===== config.mk =====
export PLATFORM = sky130hd
export DESIGN_NAME = icache
export DESIGN_NICKNAME = d
export VERILOG_FILES = /design/src/rtl/icache.sv
export SDC_FILE = /design/constraint.sdc
export NUM_CORES = 1
export LEC_CHECK = 0
export BUFFER_PORTS_ARGS = -buffer_cell sky130_fd_sc_hd__buf_2
export CORE_ASPECT_RATIO = 0.9
export CORE_MARGIN = 2
export CORE_UTILIZATION = 46
export CTS_CLUSTER_DIAMETER = 60
export DETAILED_ROUTE_END_ITERATION = 10
export GPL_ROUTABILITY_DRIVEN = 0
export PLACE_DENSITY = 0.66
export RECOVER_POWER = 50
export SETUP_SLACK_MARGIN = 0.4
export SLEW_MARGIN = 40
export SYNTH_ARGS = -nofsm -noshare
export SYNTH_HDL_FRONTEND = slang
export SYNTH_SLANG_ARGS = --single-unit

===== constraint.sdc =====
create_clock -name clk -period 16.55 [get_ports clk]
set_clock_uncertainty 0.2 [all_clocks]
set_input_delay 3.31 -clock clk [delete_from_list [all_inputs] [get_ports clk]]
set_output_delay 3.31 -clock clk [all_outputs]
set_load 0.03 [all_outputs]

===== src/rtl/icache.sv =====
// icache -- direct-mapped instruction cache with single-line miss handling.
//
// Optional feature: define ICACHE_STATS_EN to add saturating hit/miss counters.
//
// Ports:
//   clk, rst          single clock, synchronous active-high reset
//   req_valid/addr    fetch request (byte address, bits [1:0] ignored)
//   flush             squash the in-flight fetch (branch redirect)
//   stall             fetch must hold its PC (combinational)
//   instr_valid/instr delivered instruction, one cycle after hit or fill
//   mem_req/mem_addr  one-cycle line-fill request, line-aligned address
//   mem_resp_valid    fill data valid (only honoured while waiting for a fill)
//   mem_resp_data     full line, word 0 in LSBs
//   hit_count/miss_count  (ICACHE_STATS_EN only) saturating event counters
module icache #(
    parameter int unsigned NUM_LINES    = 4,
    parameter int unsigned LINE_WORDS   = 4,
    parameter int unsigned ADDRESS_BITS = 32,
    parameter int unsigned REG_LEN      = 32
) (
    input  logic                       clk,
    input  logic                       rst,
    input  logic                       req_valid,
    input  logic [ADDRESS_BITS-1:0]    req_addr,
    input  logic                       flush,
    output logic                       stall,
    output logic                       instr_valid,
    output logic [REG_LEN-1:0]         instr,
    output logic                       mem_req,
    output logic [ADDRESS_BITS-1:0]    mem_addr,
    input  logic                       mem_resp_valid,
    input  logic [LINE_WORDS*32-1:0]   mem_resp_data
`ifdef ICACHE_STATS_EN
    ,
    output logic [31:0]                hit_count,
    output logic [31:0]                miss_count
`endif
);

    localparam int unsigned OFF_W  = $clog2(LINE_WORDS);
    localparam int unsigned IDX_W  = $clog2(NUM_LINES);
    localparam int unsigned TAG_W  = ADDRESS_BITS - IDX_W - OFF_W - 2;
    localparam int unsigned WADR_W = ADDRESS_BITS - 2;

    typedef enum logic [1:0] {
        IDLE,
        MISS_REQ,
        MISS_WAIT,
        FILL
    } state_e;

    state_e                  state_q;
    logic [NUM_LINES-1:0]    valid_q;
    logic [TAG_W-1:0]        tag_q  [NUM_LINES];
    logic [31:0]             data_q [NUM_LINES][LINE_WORDS];
    logic [WADR_W-1:0]       miss_addr_q;
    logic                    flushed_q;
    logic                    instr_valid_q;
    logic [REG_LEN-1:0]      instr_q;
    logic                    mem_req_q;
    logic [ADDRESS_BITS-1:0] mem_addr_q;

    // Byte-select bits carry no information for word fetches.
    logic [1:0] unused_byte_sel;
    assign unused_byte_sel = req_addr[1:0];

    // Request address fields.
    logic [OFF_W-1:0] req_off;
    logic [IDX_W-1:0] req_idx;
    logic [TAG_W-1:0] req_tag;
    assign req_off = req_addr[2 +: OFF_W];
    assign req_idx = req_addr[2 + OFF_W +: IDX_W];
    assign req_tag = req_addr[ADDRESS_BITS-1 -: TAG_W];

    // Latched miss address fields (word address, byte bits dropped).
    logic [OFF_W-1:0] miss_off;
    logic [IDX_W-1:0] miss_idx;
    logic [TAG_W-1:0] miss_tag;
    assign miss_off = miss_addr_q[0 +: OFF_W];
    assign miss_idx = miss_addr_q[OFF_W +: IDX_W];
    assign miss_tag = miss_addr_q[WADR_W-1 -: TAG_W];

    // Tag lookup.
    logic        lookup_hit;
    logic [31:0] lookup_word;
    assign lookup_hit  = valid_q[req_idx] && (tag_q[req_idx] == req_tag);
    assign lookup_word = data_q[req_idx][req_off];

    // Stall covers the miss-detect cycle and the whole outstanding fill.
    assign stall = !rst && (((state_q == IDLE) && req_valid && !lookup_hit) ||
                            (state_q == MISS_REQ) || (state_q == MISS_WAIT));

    // A response only counts while the FSM is waiting for it.
    logic fill_we;
    assign fill_we = !rst && (state_q == MISS_WAIT) && mem_resp_valid;

    // Control FSM with registered outputs.
    always_ff @(posedge clk) begin
        if (rst) begin
            state_q       <= IDLE;
            valid_q       <= '0;
            miss_addr_q   <= '0;
            flushed_q     <= 1'b0;
            instr_valid_q <= 1'b0;
            instr_q       <= '0;
            mem_req_q     <= 1'b0;
            mem_addr_q    <= '0;
        end else begin
            instr_valid_q <= 1'b0;
            mem_req_q     <= 1'b0;
            case (state_q)
                IDLE: begin
                    if (req_valid) begin
                        if (lookup_hit) begin
                            instr_q       <= REG_LEN'(lookup_word);
                            instr_valid_q <= !flush;
                        end else begin
                            miss_addr_q <= req_addr[ADDRESS_BITS-1:2];
                            mem_addr_q  <= {req_tag, req_idx, {(OFF_W + 2){1'b0}}};
                            mem_req_q   <= 1'b1;
                            flushed_q   <= flush;
                            state_q     <= MISS_REQ;
                        end
                    end
                end
                MISS_REQ: begin
                    flushed_q <= flushed_q | flush;
                    state_q   <= MISS_WAIT;
                end
                MISS_WAIT: begin
                    flushed_q <= flushed_q | flush;
                    if (mem_resp_valid) begin
                        valid_q[miss_idx] <= 1'b1;
                        state_q           <= FILL;
                    end
                end
                FILL: begin
                    // Line was written last cycle; a flush anywhere in the miss squashes delivery.
                    instr_q       <= REG_LEN'(data_q[miss_idx][miss_off]);
                    instr_valid_q <= !(flushed_q | flush);
                    state_q       <= IDLE;
                end
                default: state_q <= IDLE;
            endcase
        end
    end

    // Line storage; replaces whatever the indexed line held before.
    always_ff @(posedge clk) begin
        if (fill_we) begin
            tag_q[miss_idx] <= miss_tag;
            for (int w = 0; w < LINE_WORDS; w++) begin
                data_q[miss_idx][w] <= mem_resp_data[w*32 +: 32];
            end
        end
    end

    assign instr_valid = instr_valid_q;
    assign instr       = instr_q;
    assign mem_req     = mem_req_q;
    assign mem_addr    = mem_addr_q;

`ifdef ICACHE_STATS_EN
    logic [31:0] hit_count_q;
    logic [31:0] miss_count_q;

    // Saturating lookup counters.
    always_ff @(posedge clk) begin
        if (rst) begin
            hit_count_q  <= '0;
            miss_count_q <= '0;
        end else if ((state_q == IDLE) && req_valid) begin
            if (lookup_hit) begin
                if (hit_count_q != '1) hit_count_q <= hit_count_q + 32'd1;
            end else begin
                if (miss_count_q != '1) miss_count_q <= miss_count_q + 32'd1;
            end
        end
    end

    assign hit_count  = hit_count_q;
    assign miss_count = miss_count_q;
`endif

endmodule


Word level (Yosys, flattened, before mapping)
Memory sizes are Yosys's and may differ from the RTL's. A register that Yosys moved wholly into a read port is not among the register bits.
Index checks and enable logic that the tools add are counted.
{"block": "word_totals", "ff_bits": 99, "ramBits": 616, "out_inout_bits": 67, "wordCells": 81, "memories": 2}
{"name": "data_q", "words": 4, "word_bits": 128, "read_ports": 2, "rd_ports_with_merged_regs": 1, "write_ports": 1, "line_no": "55", "source": "logic [31:0] data_q [NUM_LINES][LINE_WORDS];"}
{"name": "tag_q", "words": 4, "word_bits": 26, "read_ports": 1, "rd_ports_with_merged_regs": 0, "write_ports": 1, "line_no": "54", "source": "logic [TAG_W-1:0] tag_q [NUM_LINES];"}
{"block": "op_classes", "order_cmp": 5, "n_eq_ne": 8, "mux": 28, "bitwise_logic": 7, "n_reduce_logical": 23}
{"cell": "$mux W32", "count": 6}
{"cell": "$bmux W32 S2", "count": 2}
{"cell": "$pmux W32 S2", "count": 1}
{"cell": "$eq A26 B26 Y1", "count": 1}
{"cell": "$reduce_and A3 Y1", "count": 4}
{"cell": "$mux W2", "count": 5}
{"cell": "$mux W1", "count": 9}
{"cell": "$ne A2 B2 Y1 const B", "count": 4}
{"cell": "$pmux W2 S4", "count": 1}
{"cell": "$logic_and A1 B1 Y1", "count": 7}
{"cell": "$ge A3 B3 Y1 const B", "count": 2}
{"cell": "$lt A2 B3 Y1 const B", "count": 2}
{"cell": "$not A2 Y3", "count": 2}
{"cell": "$eq A2 B2 Y1 const B", "count": 2}
{"cell": "$logic_not A1 Y1", "count": 4}
{"cell": "$or A4 B4 Y4", "count": 1}
{"cell": "$pmux W1 S2", "count": 2}
{"cell": "$reduce_bool A2 Y1", "count": 2}
{"cell": "$not A1 Y1", "count": 3}
{"cell": "$reduce_or A3 Y1", "count": 1}
{"cell": "$bmux W1 S2", "count": 1}
{"cell": "$demux W1 S2", "count": 1}
{"cell": "$eq A2 B1 Y1 const B", "count": 1}
{"cell": "$ge A2 B1 Y1 const B", "count": 1}
{"cell": "other kinds (5)", "count": 6}

Longest topological paths before layout
{"block": "depth", "depth_word": 8, "depth_mapped": 12}

Least setup slack after synthesis
OpenSTA, ideal clock, no wires.
{"block": "synth_path", "path_type": "input to register", "startpoint": "input port rst", "endpoint": "memory data_q[2][0] (netlist name) (enable)", "setup_time_ps": 891, "arrival_ps": 14936, "required_time_ps": 15459, "slack_ps": 523, "stages": 4, "n_path_buf": 1, "cell_sequence": "clkbuf_1 inv_1 nand3_1 nor3b_1"}
{"block": "synth_between", "elab_chain_cells": 5}
{"item": "start: declaration", "line_no": "22", "source": "input logic rst,"}
{"item": "$logic_not A1 Y1", "line_no": "95", "source": "assign fill_we = !rst && (state_q == MISS_WAIT) && mem_resp_valid;"}
{"item": "$logic_and A1 B1 Y1 (2 in a row)", "line_no": "95"}
{"item": "$mux W1", "line_no": "150", "source": "if (fill_we) begin"}
{"item": "$mux W1 (implied by the code)", "line_no": "153", "source": "data_q[miss_idx][w] <= mem_resp_data[w*32 +: 32];"}
{"item": "end: declaration", "line_no": "55"}
No other way between the ends.

Final worst setup path
{"block": "layout_path", "startpoint": "input port req_addr[5]", "endpoint": "output port stall"}
{"block": "layout_between", "elab_chain_cells": 8}
{"item": "start: declaration", "line_no": "24", "source": "input logic [ADDRESS_BITS-1:0] req_addr,"}
{"item": "$mem_v2 Z4 W26 or $bmux W1 S2 (tied branches)"}
{"item": "$eq A26 B26 Y1 or $mux W1 (tied branches)", "line_no": "86", "source": "assign lookup_hit = valid_q[req_idx] && (tag_q[req_idx] == req_tag);"}
{"item": "$logic_and A1 B1 Y1 (*)", "line_no": "86"}
{"item": "$logic_not A1 Y1 (*)", "line_no": "90", "source": "assign stall = !rst && (((state_q == IDLE) && req_valid && !lookup_hit) ||"}
{"item": "$logic_and A1 B1 Y1 (*)", "line_no": "90"}
{"item": "$logic_or A1 B1 Y1 (*)", "line_no": "90"}
{"item": "$logic_or A1 B1 Y1 (*)", "line_no": "91", "source": "(state_q == MISS_REQ) || (state_q == MISS_WAIT));"}
{"item": "$logic_and A1 B1 Y1 (*)", "line_no": "90"}
{"item": "end: declaration", "line_no": "26", "source": "output logic stall,"}
Mark *: on every way between the ends. The rest lies on a longest branch, timed or not. The select of a mux whose other input is x is not followed.

==> impl_metrics.csv <==
group,metric,value,unit
place,dpl.hpwl,42200,um
clock_network,cts_buffer_depth,3,
timing,worst_slew_pin_slew,3840,ps
die,die_area,0.0683,mm2
die,die_w,275,um
clock_network,cts_tree,"built",
layout,final_common_cell,"edfxtp_1",
logic_synthesis,yosysSeqAreaShare,65.5,%
die,start_util,46.4,%
logic_synthesis,synth_xor_area_share,0.604,%
layout,drive_gt1_share,32.6,%
layout,layout_common_cells,"edfxtp_1, mux4_2, clkbuf_1",
timing,hold_viol,0,
logic_synthesis,synth_cell_type_count,47,
min_path,hp-class,"reg -> reg",
setup_path,reg2reg_setup_slack,11750,ps
clock_network,insertion_delay,600,ps
logic_synthesis,synth_top_cell_area_share,60.7,%
setup_path,crit_path_start_kind,"input pin",
setup_path,cpMostUsedCell,"buf_4",
logic_synthesis,muxShareOfSynthArea,27.9,%
setup_path,crit_type,"in -> out",
pwr,ir_worst_vdd,0.0751,mV
logic_synthesis,synth_compound_area_share,1.59,%
logic_synthesis,synth-simple-area-share,1.71,%
grt,grt_overflow,0,
die,core,0.0656,mm2
grt,grt_max_degree,78,
place,port_buffers,225,
pwr,powerDensity,125,mW/mm2
place,dp_cells,2447,
detailed_routing,drtIter0Drc,1214,
grt,grt_pass1_wl,107000,um
clock_network,post-cts-setup-buffers,0,
setup_path,cp_max_fo,77,
logic_synthesis,synthFlopType,"edfxtp_1",
detailed_routing,drc,0,
logic_synthesis,synth_top_area_cell,"edfxtp_1",
timing,fin_tns_setup,0,ps
layout,fillers,5119,
detailed_routing,first_pass_iters,5,
detailed_routing,antenna_left,0,
die,io_pins,232,
layout,fin_cells,2590,
layout,post-route-cell-area,0.0347,mm2
grt,track_usage,21.4,%
clock_network,clock-root-buffer,"clkbuf_16",
logic_synthesis,synth_edf_count,616,
logic_synthesis,postSynthCellCount,1462,
logic_synthesis,yosys_warnings,0,
detailed_routing,postRouteWirelength,71500,um
clock_network,cts_hold_buf,0,
layout,nets,1830,
setup_path,cp_cell_sequence,"clkbuf_8, buf_4, buf_4, mux2i_1, o22ai_1, mux2_2, nor4_1, nand2_1, o211ai_4, buf_4, a21oi_1, buf_2",
detailed_routing,drt-vias-per-instance,5.99,
clock_network,path_clk_slew,60,ps
timing,max_freq,86.0,MHz
setup_path,slowest_stage,"buf_4",
status,status,"finished, violations left",
logic_synthesis,synth_top_family_by_area,"multiplexers",
die,die_h,248,um
timing,setup_viol,0,
setup_path,worst_setup_path_end_kind,"output pin",
layout,area_growth,13.8,%
setup_path,crit_arrival,8110,ps
setup_path,worstPathRequired,13040,ps
timing,rsz0062_at_grt,"false",
die,num_rows,89,
flow_run,drv_cap,4,
setup_path,crit_path_max_incr_delay,770,ps
place,place_area,0.0324,mm2
logic_synthesis,netlist_top_cells_area,"edfxtp_1, mux4_2, dfxtp_1",
pwr,p_leak,10.9,nW
timing,slew_headroom,-156,%
logic_synthesis,syn-mean-instance-area,20.8,um2
timing,final-max-slew-violation-count,123,
clock_network,post_cts_resized,0,
logic_synthesis,yosys.area_share.adder,0.205,%
timing,period_share,70.2,%
timing,post-route-min-period,11620,ps
logic_synthesis,ys_async_sr_fraction,0,%
clock_network,h-tree-depth,3,
grt,grt_pass1_vias,16700,
status,failed_checks,"capacitance limit, slew limit",
clock_network,clock-sinks,689,
logic_synthesis,syn-cell-area,0.0305,mm2
logic_synthesis,ys_ff_latch,689,
detailed_routing,vias,15500,
grt,antenna_found_initial,23,
clock_network,cts_buffers,74,
detailed_routing,routedWlPerCell,27.6,um
[routing by layer]
layer | track usage [%] | wire length, um
met5 | 0 | 196
met4 | 5.82 | 1400
met3 | 5.37 | 4660
met2 | 35.1 | 35800
met1 | 28.6 | 29500
[kinds of logic after synthesis]
logic type / count (synthesis)
mux: 427
buf+inv: 150
compound gates: 62
fa+ha+maj: 5
simple gates: 107
flops: 689
xor+xnor: 21
other cells: 1
[stage by stage]
step | setup WS (ps) | power (W) | utilization (%) | hold slack [ps]
after floorplan | 523 | 0.00254 | - | 226
after global placement | 4930 | 0.00269 | 49.2 | 235
after detailed placement | 4910 | 0.00271 | 49.4 | 245
after CTS | 4900 | 0.00437 | 53.2 | 259
after global routing | 4640 | 0.00448 | 52.9 | 283
final | 4930 | 0.00432 | 52.9 | 258
[synthesized netlist by cell type (all sizes together), types with 3 or more instances]
master	number
nor2b	4
a21o	4
a211oi	32
nor4	4
mux2i	87
mux4	337
nand3	7
mux2	3
nor3	36
o22ai	6
inv	10
edfxtp	616
xor2	6
nor2	40
o2111ai	3
nand2	3
a21oi	3
clkbuf	58
dfxtp	73
buf	82
ha	5
nand2b	3
xnor2	15
[worst paths after layout]
kind	startpoint	endpoint	cells after the start
worst max-delay path	req_addr[5]	stall	12
worst min-delay path	valid_q[1]	valid_q[1]	1
worst max register to register	state_q[0]	data_q[3][105]	6
worst min register to register	valid_q[1]	valid_q[1]	1
[registers in the layout, summed over array words and instances, names as in the netlist, named ones only]
signal       flops
valid_q          4
instr_valid      1
flushed_q        1
instr           32
tag_q          104
mem_req          1
data_q         512
state_q          2
miss_addr_q     30
[power by group]
| group | switching, W | internal (W) | total [W] |
|---|---|---|---|
| Sequential | 0.0000625 | 0.00197 | 0.00203 |
| Clock | 0.000666 | 0.00100 | 0.00167 |
| Combinational | 0.000322 | 0.000300 | 0.000622 |
| Total | 0.00105 | 0.00327 | 0.00432 |
[cell type report]
| type | instances | area, um2 | share of cell area [%] |
|---|---|---|---|
| diodes | 4 | 10.0 | 0.0289 |
| flip-flops and latches | 689 | 20000 | 57.6 |
| clock inverters | 29 | 365 | 1.05 |
| clock buffers | 109 | 2120 | 6.10 |
| repair buffers | 259 | 1300 | 3.75 |
| well taps | 864 | 1080 | 3.12 |
| multi-input cells | 626 | 9790 | 28.2 |
| inverters | 10 | 37.5 | 0.108 |
[worst max-delay path, delay by kind of cell]
kind	cells	cell delay, ps
AND/OR/NAND/NOR	2	770
AO/OA/AOI/OAI	3	440
buffers and inverters	5	2830
multiplexers	2	620
Power figures use the tool's default switching activity.
